<file path="src/rtl/pipe_credit_pkg.sv">
// Shared helpers for the credit-gated pipeline output buffer: counter/pointer
// widths and the add/subtract event encoding used by its counters.
package pipe_credit_pkg;

  localparam logic [1:0] EV_NONE = 2'b00;
  localparam logic [1:0] EV_SUB  = 2'b01;
  localparam logic [1:0] EV_ADD  = 2'b10;
  localparam logic [1:0] EV_BOTH = 2'b11;

  function automatic int cnt_width(input int depth);
    return $clog2(depth + 1);
  endfunction

  // A single-entry buffer still needs a one-bit pointer.
  function automatic int ptr_width(input int depth);
    return (depth > 1) ? $clog2(depth) : 1;
  endfunction

endpackage

</file>
<file path="src/rtl/pipe_credit_fifo_if.sv">
// Handshake and data bundle of pipe_credit_fifo: launch side, pipeline tail
// side and consumer side.
interface pipe_credit_fifo_if #(
  parameter int WIDTH = 16,
  parameter int DEPTH = 8
);
  import pipe_credit_pkg::*;

  localparam int CW = cnt_width(DEPTH);

  logic             in_valid;
  logic             in_ready;
  logic             issue;
  logic             pipe_valid;
  logic [WIDTH-1:0] pipe_data;
  logic             out_valid;
  logic             out_ready;
  logic [WIDTH-1:0] out_data;
  logic [CW-1:0]    count;
  logic             err;

  modport slave (
    input  in_valid, pipe_valid, pipe_data, out_ready,
    output in_ready, issue, out_valid, out_data, count, err
  );

  modport master (
    output in_valid, pipe_valid, pipe_data, out_ready,
    input  in_ready, issue, out_valid, out_data, count, err
  );

endinterface

</file>
<file path="src/rtl/pipe_credit_ram.sv">
// DEPTH x WIDTH register array: one synchronous write port and one
// asynchronous read port, so the head entry falls through to the output.
module pipe_credit_ram
  import pipe_credit_pkg::*;
#(
  parameter int WIDTH = 16,
  parameter int DEPTH = 8,
  localparam int PW   = ptr_width(DEPTH)
) (
  input  logic             clk,
  input  logic             we,
  input  logic [PW-1:0]    waddr,
  input  logic [WIDTH-1:0] wdata,
  input  logic [PW-1:0]    raddr,
  output logic [WIDTH-1:0] rdata
);

  logic [WIDTH-1:0] mem_q [DEPTH];

  always_ff @(posedge clk) begin
    if (we) begin
      mem_q[waddr] <= wdata;
    end
  end

  assign rdata = mem_q[raddr];

endmodule

</file>
<file path="src/rtl/pipe_credit_fifo.sv">
// Credit-gated FWFT buffer around a fixed-latency valid-only pipeline.
// Optional overflow/credit checking is built when PIPE_CREDIT_FIFO_ERR_EN is defined.
module pipe_credit_fifo
  import pipe_credit_pkg::*;
#(
  parameter int WIDTH = 16,
  parameter int DELAY = 4,
  parameter int DEPTH = 8
) (
  input  logic                clk,
  input  logic                reset,
  pipe_credit_fifo_if.slave   io
);

  localparam int CW = cnt_width(DEPTH);
  localparam int PW = ptr_width(DEPTH);
  localparam logic [CW-1:0] DEPTH_C  = CW'(DEPTH);
  localparam logic [CW-1:0] CNT_ONE  = CW'(1);
  localparam logic [PW-1:0] PTR_LAST = PW'(DEPTH - 1);

  if (DEPTH < 1 || DELAY < 0) begin : g_param_check
    $error("pipe_credit_fifo: DEPTH must be >= 1 and DELAY >= 0");
  end

  function automatic logic [PW-1:0] ptr_inc(input logic [PW-1:0] p);
    return (p == PTR_LAST) ? {PW{1'b0}} : (p + PW'(1));
  endfunction

  logic [CW-1:0] cred_q, cred_d;
  logic [CW-1:0] count_q, count_d;
  logic [PW-1:0] wr_ptr_q, wr_ptr_d;
  logic [PW-1:0] rd_ptr_q, rd_ptr_d;
  logic          in_ready_q, in_ready_d;
  logic          out_valid_q, out_valid_d;
  logic          issue_s, pop_s, wr_s;

`ifdef PIPE_CREDIT_FIFO_ERR_EN
  logic          err_q, err_d;
  logic          ovf_s, cred_ovf_s;
`endif

  assign issue_s = io.in_valid & in_ready_q;
  assign pop_s   = out_valid_q & io.out_ready;

`ifdef PIPE_CREDIT_FIFO_ERR_EN
  // A write into a full buffer with no pop leaving is discarded and flagged.
  assign ovf_s      = io.pipe_valid & (count_q == DEPTH_C) & ~pop_s;
  assign cred_ovf_s = pop_s & ~issue_s & (cred_q == DEPTH_C);
  assign wr_s       = io.pipe_valid & ~ovf_s;
`else
  assign wr_s       = io.pipe_valid;
`endif

  always_comb begin
    cred_d = cred_q;
    case ({pop_s, issue_s})
      EV_ADD:  cred_d = (cred_q == DEPTH_C) ? cred_q : (cred_q + CNT_ONE);
      EV_SUB:  cred_d = cred_q - CNT_ONE;
      EV_BOTH: cred_d = cred_q;
      EV_NONE: cred_d = cred_q;
      default: cred_d = cred_q;
    endcase

    count_d = count_q;
    case ({wr_s, pop_s})
      EV_ADD:  count_d = count_q + CNT_ONE;
      EV_SUB:  count_d = count_q - CNT_ONE;
      EV_BOTH: count_d = count_q;
      EV_NONE: count_d = count_q;
      default: count_d = count_q;
    endcase

    if (wr_s) begin
      wr_ptr_d = ptr_inc(wr_ptr_q);
    end else begin
      wr_ptr_d = wr_ptr_q;
    end

    if (pop_s) begin
      rd_ptr_d = ptr_inc(rd_ptr_q);
    end else begin
      rd_ptr_d = rd_ptr_q;
    end

    in_ready_d  = (cred_d != {CW{1'b0}});
    out_valid_d = (count_d != {CW{1'b0}});

`ifdef PIPE_CREDIT_FIFO_ERR_EN
    err_d = err_q | ovf_s | cred_ovf_s;
`endif
  end

  // The credit pool starts full while in_ready starts low, so launches begin one cycle after release.
  always_ff @(posedge clk or negedge reset) begin
    if (!reset) begin
      cred_q      <= DEPTH_C;
      count_q     <= {CW{1'b0}};
      wr_ptr_q    <= {PW{1'b0}};
      rd_ptr_q    <= {PW{1'b0}};
      in_ready_q  <= 1'b0;
      out_valid_q <= 1'b0;
`ifdef PIPE_CREDIT_FIFO_ERR_EN
      err_q       <= 1'b0;
`endif
    end else begin
      cred_q      <= cred_d;
      count_q     <= count_d;
      wr_ptr_q    <= wr_ptr_d;
      rd_ptr_q    <= rd_ptr_d;
      in_ready_q  <= in_ready_d;
      out_valid_q <= out_valid_d;
`ifdef PIPE_CREDIT_FIFO_ERR_EN
      err_q       <= err_d;
`endif
    end
  end

  pipe_credit_ram #(
    .WIDTH (WIDTH),
    .DEPTH (DEPTH)
  ) u_ram (
    .clk   (clk),
    .we    (wr_s),
    .waddr (wr_ptr_q),
    .wdata (io.pipe_data),
    .raddr (rd_ptr_q),
    .rdata (io.out_data)
  );

  assign io.in_ready  = in_ready_q;
  assign io.issue     = issue_s;
  assign io.out_valid = out_valid_q;
  assign io.count     = count_q;
`ifdef PIPE_CREDIT_FIFO_ERR_EN
  assign io.err       = err_q;
`else
  assign io.err       = 1'b0;
`endif

endmodule
</file>
<file path="src/flat_wrapper.sv">
// flat-port wrapper written by rule: the top's interface ports become plain ports
module pipe_credit_fifo_flat import pipe_credit_pkg::*;
#(
  parameter int WIDTH = 16,
  parameter int DELAY = 4,
  parameter int DEPTH = 8
)
  (clk, reset, io_in_valid, io_pipe_valid, io_pipe_data, io_out_ready, io_in_ready, io_issue, io_out_valid, io_out_data, io_count, io_err);
  pipe_credit_fifo_if #(.WIDTH(WIDTH), .DEPTH(DEPTH)) io_i ();
  input  logic clk;
  input  logic reset;
  input wire logic [$bits(io_i.in_valid)-1:0] io_in_valid;
  input wire logic [$bits(io_i.pipe_valid)-1:0] io_pipe_valid;
  input wire logic [$bits(io_i.pipe_data)-1:0] io_pipe_data;
  input wire logic [$bits(io_i.out_ready)-1:0] io_out_ready;
  output wire logic [$bits(io_i.in_ready)-1:0] io_in_ready;
  output wire logic [$bits(io_i.issue)-1:0] io_issue;
  output wire logic [$bits(io_i.out_valid)-1:0] io_out_valid;
  output wire logic [$bits(io_i.out_data)-1:0] io_out_data;
  output wire logic [$bits(io_i.count)-1:0] io_count;
  output wire logic [$bits(io_i.err)-1:0] io_err;
  assign io_i.in_valid = io_in_valid;
  assign io_i.pipe_valid = io_pipe_valid;
  assign io_i.pipe_data = io_pipe_data;
  assign io_i.out_ready = io_out_ready;
  assign io_in_ready = io_i.in_ready;
  assign io_issue = io_i.issue;
  assign io_out_valid = io_i.out_valid;
  assign io_out_data = io_i.out_data;
  assign io_count = io_i.count;
  assign io_err = io_i.err;
  pipe_credit_fifo #(.WIDTH(WIDTH), .DELAY(DELAY), .DEPTH(DEPTH)) u_core (.clk(clk), .reset(reset), .io(io_i));
endmodule
</file>
<file path="config.mk">
export PLATFORM = sky130hd
export DESIGN_NAME = pipe_credit_fifo_flat
export DESIGN_NICKNAME = d
export VERILOG_FILES = /design/src/rtl/pipe_credit_pkg.sv /design/src/rtl/pipe_credit_fifo_if.sv /design/src/rtl/pipe_credit_ram.sv /design/src/rtl/pipe_credit_fifo.sv /design/src/flat_wrapper.sv
export SDC_FILE = /design/constraint.sdc
export NUM_CORES = 1
export LEC_CHECK = 0
export CAP_MARGIN = 20
export CORE_UTILIZATION = 35
export CTS_CLUSTER_SIZE = 20
export DETAILED_ROUTE_END_ITERATION = 7
export DONT_BUFFER_PORTS = 1
export GPL_TIMING_DRIVEN = 0
export PLACE_DENSITY = 0.49
export SLEW_MARGIN = 25
export SYNTH_ARGS = -nofsm -noshare
export SYNTH_HDL_FRONTEND = slang
export SYNTH_SLANG_ARGS = --single-unit
</file>
<file path="constraint.sdc">
create_clock -name clk -period 6.3 [get_ports clk]
set_input_delay 1.89 -clock clk [delete_from_list [all_inputs] [get_ports clk]]
set_output_delay 1.89 -clock clk [all_outputs]
set_load 0.01 [all_outputs]
</file>
* After elaboration in Yosys (flattened, before gate mapping)
Memory sizes are Yosys's and may differ from the RTL's.
Cells that the tools add are included.
** Storage, ports and cells
- Input port bits :: 21
- RAM bits :: 128
- Register bits after elaboration :: 16
- Memories kept :: 1
- Output and inout bits :: 24
- Bits in read-only memories :: 0
- Latch bits :: 0
** Memory list
- u_core.u_ram.mem_q :: words 8, width 16, rd ports 1, clocked after Yosys merged registers in 0, wr ports 1, line pipe_credit_ram.sv:18 : logic [WIDTH-1:0] mem_q [DEPTH];
** Operators by class
- $add $sub $neg :: 6
- Reduce and logical (&&, ||, !) cells :: 6
- Bitwise operators :: 2
- $mul :: 0
- Mux-type cells :: 7
- Shifts and indexed selects :: 0
- $lt $le $gt $ge :: 0
- Div/mod/pow operators :: 0
- Eq/ne operators :: 9
** Operators by type and width (count)
- $pmux 4 s3 :: 2
- $add 4x1->4 const B :: 2
- $eq 2x2->1 const B :: 4
- $reduce_bool 4->1 :: 2
- $sub 4x1->4 const B :: 2
- $add 3x1->3 const B :: 2
- $eq 3x3->1 const B :: 2
- $mux 3 :: 2
- $eq 2x1->1 const B :: 2
- $eq 4x4->1 const B :: 1
- $logic_not 2->1 :: 2
- $mux 4 :: 1
- $reduce_or 2->1 :: 2
- $and 1x1->1 :: 2
- $mux 1 :: 2

* Logic depth before layout (Yosys ltp)
- Word-level depth :: 5
- Gate-level depth with buffers :: 9
- Mapped depth without buffers :: 9

* Modules after synthesis
From an unflattened synthesis, not the netlist that was laid out.
** Unflattened totals
- Cells, all modules :: 286
- Area, all modules :: 5926.9 um^2
** By module, submodules not included
- pipe_credit_ram :: cells each 198, area an instance 4973.5 um^2, times used 1
- pipe_credit_fifo :: cells each 88, area an instance 953.4 um^2, times used 1

* Least setup slack after synthesis
No wires, ideal clock.
- Path kind :: in2out
- Start point :: in io_in_valid
- End point :: out io_issue
- Arrival time :: 2050 ps
- Stages on the path :: 2
- Buffers on the path :: 0
- Setup slack :: 2360 ps
- Required time :: 4410 ps
- Cells stage by stage :: nand2_1 inv_1
** Between the ends
- Longest elaborated chain between the ends :: 1
** Ends and longest elaborated chain
- start, declared :: line flat_wrapper.sv:12 : input wire logic [$bits(io_i.in_valid)-1:0] io_in_valid;
- $and 1x1->1 :: line pipe_credit_fifo.sv:42 : assign issue_s = io.in_valid & in_ready_q;
- end, declared :: line flat_wrapper.sv:17 : output wire logic [$bits(io_i.issue)-1:0] io_issue;
Every way passes these cells.

* Worst setup path after layout
- Start point :: reg u_core.rd_ptr_q[1]
- End point :: out io_out_data[14]
** Between the ends
- Longest elaborated chain between the ends :: 1
** Ends and longest elaborated chain
- start, declared :: line pipe_credit_fifo.sv:32 : logic [PW-1:0] rd_ptr_q, rd_ptr_d;
- start signal, assigned :: line pipe_credit_fifo.sv:99 : rd_ptr_q <= {PW{1'b0}};
- start signal, assigned :: line pipe_credit_fifo.sv:109 : rd_ptr_q <= rd_ptr_d;
- $mem_v2 8x16
- end, declared :: line flat_wrapper.sv:19 : output wire logic [$bits(io_i.out_data)-1:0] io_out_data;
Every way passes these cells.

==> impl_metrics.json <==
{
  "avgSynthCellArea_um2": 20.10,
  "clkTransAtPathRegs_ns": 0.05,
  "dieArea_um2": 17170,
  "cts_sinks": 144,
  "crit_type": "flop to output port",
  "crit_arrival_ns": 2.53,
  "fmax_mhz": 226.2,
  "syn-num-nets": 323,
  "hold_viol_final": 0,
  "place_hpwl_mm": 6.890,
  "worst_pin_slew_ns": 0.8038,
  "syn_to_final_growth_pct": 14.88,
  "synthArstFlopShare": 0.1111,
  "post-route-util": 0.4169,
  "netlist_area_um2": 5828,
  "track_usage": 0.1426,
  "skew_ns": 0.004068,
  "grt-ovfl-total": 0,
  "wl_per_cell_um": 20.43,
  "synth_seq_area_share": 0.7284,
  "path_max_fanout": 10,
  "ys_warn_count": 0,
  "min_period_ns": 4.420,
  "crit_buf_inv": 2,
  "tns_ns": 0,
  "cts_resized": 0,
  "drc": 0,
  "hold_buffers": 0,
  "cp_common_cell": "clkbuf_1",
  "drtAntennaViolNets": 0,
  "p_leak_nw": 2.216,
  "grt_pass1_wl_mm": 16.69,
  "mostFrequentLayoutCells": "edfxtp_1, mux4_2, mux2_2",
  "mostFrequentLayoutCell": "edfxtp_1",
  "synth_edf_count": 128,
  "gp_congestion": 0.7242,
  "r2r.worst_path.cells": 6,
  "drt_iter0_drc": 231,
  "first_global_vias": 2827,
  "setup_viol": 0,
  "end_kind": "output port",
  "relSlewSlack": 0.4642,
  "vias": 2624,
  "cts_max_level": 4,
  "die_h_um": 131.0,
  "hp-class": "flop to flop",
  "whs_path_depth": 2,
  "routed_wl_mm": 11.07,
  "grt_setup_unrepaired": "no",
  "placementRows": 46,
  "post_cts_buffers": 0,
  "cpPeakStageDelay_ns": 0.66,
  "via_per_inst": 4.841,
  "antenna_found_initial": 0,
  "start_util": 0.3629,
  "diodes": 0,
  "critPathLaunchType": "flop",
  "synth_cell_types": 34,
  "cp.depth": 4,
  "drive_above_1_share": 0.2975,
  "clock_latency_ns": 0.40,
  "ios": 45,
  "cellPowerDensity_nw_per_um2": 463.3,
  "fin_nets": 346,
  "io_buffers": 0,
  "worstPathRequired_ns": 4.41,
  "core_um2": 16060,
  "firstDrtPassIters": 4,
  "peakVddDrop_mv": 0.1915,
  "status": "completed",
  "period_share": 0.7017,
  "clk_path_buf_depth": 2,
  "cts_made_buffers": 17,
  "synth_cells": 290,
  "die_w_um": 131.0,
  "path_delay_family": "buffers and inverters",
  "cts_root_buf": "clkbuf_16",
  "max-cap-violations": 0,
  "cts_tree": "built",
  "synth_ff_type": "edfxtp_1",
  "crit_slowest_cell": "clkbuf_1",
  "ys_seq_elements": 144,
  "finalMaxSlewViolations": 0,
  "grt_max_degree": 17,
  "crit_chain": "clkbuf_1, clkbuf_1, mux4_2, mux2_2"
}
==> per-stage QoR <==
step | setup slack [ns] | hold WS [ns] | cell area, um^2 | std cells | total power [W]
after floorplan | 2.360 | 0.4827 | 5828 | 290 | 0.002017
after global placement | 1.474 | 0.5145 | 6098 | 506 | 0.002247
after CTS | 1.819 | 0.5278 | 6695 | 542 | 0.003163
final | 1.880 | 0.5269 | 6695 | 542 | 0.003102
after detailed placement | 2.280 | 0.5215 | 6191 | 510 | 0.002294
after global routing | 1.705 | 0.5418 | 6695 | 542 | 0.003278
==> routing by layer <==
| metal | global-route usage | share of wire | vias to the layer above | wire length, um |
|---|---|---|---|---|
| met5 | 0 | 0 | - | 0 |
| met4 | 0.05274 | 0.0087 | 0 | 96 |
| met3 | 0.04682 | 0.046 | 6 | 513 |
| met2 | 0.2284 | 0.49 | 42 | 5478 |
| met1 | 0.1808 | 0.45 | 1371 | 4985 |
| li1 | - | - | 1205 | - |
==> Yosys cell counts, drive strengths merged (4+ instances only) <==
master / n / area (um^2)
mux4: 33 / 743.2
clkbuf: 6 / 22.52
o21ai: 4 / 20.02
ha: 12 / 150.1
nor3: 4 / 20.02
dfrtp: 15 / 375.4
inv: 9 / 33.78
mux2: 22 / 247.7
edfxtp: 128 / 3844
buf: 5 / 27.53
nor2b: 4 / 25.02
nand2: 10 / 37.54
nor2: 10 / 37.54
nand2b: 5 / 31.28
==> flip-flops by register name, indices dropped and copies added (netlist names) <==
signal               flops
u_core.io.out_valid      1
u_core.rd_ptr_q          3
u_core.io.in_ready       1
u_core.io.count          4
u_core.wr_ptr_q          3
u_core.cred_q            4
u_core.u_ram.mem_q     128
==> area by class of cell <==
| type | count | area, um^2 |
|---|---|---|
| timing repair buffer | 4 | 37.54 |
| clock buffer | 29 | 490.5 |
| clock inverter | 3 | 13.76 |
| multi-input combinational | 126 | 1554 |
| fill | 1418 | 9363 |
| tap | 216 | 270.3 |
| buffer | 11 | 50.05 |
| sequential | 144 | 4245 |
| inverter | 9 | 33.78 |
==> final timing paths <==
| check | start | endpoint | slack (ns) |
|---|---|---|---|
| max in group asynchronous | reset | u_core.cred_q[3]$_DFF_PN1_ | 4.95 |
| worst min register to register | u_core.cred_q[3]$_DFF_PN1_ | u_core.cred_q[3]$_DFF_PN1_ | 0.53 |
| worst min-delay path | u_core.cred_q[3]$_DFF_PN1_ | u_core.cred_q[3]$_DFF_PN1_ | 0.53 |
| worst max register to register | u_core.io.out_valid$_DFF_PN0_ | u_core.io.in_ready$_DFF_PN0_ | 3.99 |
| min in group asynchronous | reset | u_core.io.count[3]$_DFF_PN0_ | 1.18 |
| worst max-delay path | u_core.rd_ptr_q[1]$_DFFE_PN0N_ | io_out_data[14] | 1.88 |
==> cell families (layout without fill, tap and decap cells) <==
group / after synthesis / after routing / synth area share
DFF: 144 / 144 / 0.7284
muxes: 56 / 56 / 0.1717
and+or+nand+nor: 41 / 41 / 0.03757
buffers and inverters: 20 / 56 / 0.01438
adders and majority gates: 12 / 12 / 0.02576
AOI/OAI and AO/OA: 12 / 12 / 0.01546
xor gates and xnor gates: 4 / 4 / 0.006012
other: 1 / 1 / 0.0006434
==> report_power, final <==
group	internal [W]	total [W]	switching [W]
combinational	0.000432	0.000932	0.000500
clock	0.000522	0.000862	0.000340
sequential	0.00122	0.00131	0.0000883
total	0.00217	0.00310	0.000928
==> worst register-to-register path, cell delays in order, from the launching register on <==
cell and delay, ns:
dfrtp_1 0.41, nand2_1 0.24, inv_1 0.13, ha_1 0.36, mux2_2 0.28, mux2_2 0.26, or4b_1 0.50
Note: power is estimated with default switching activity, not from simulation.
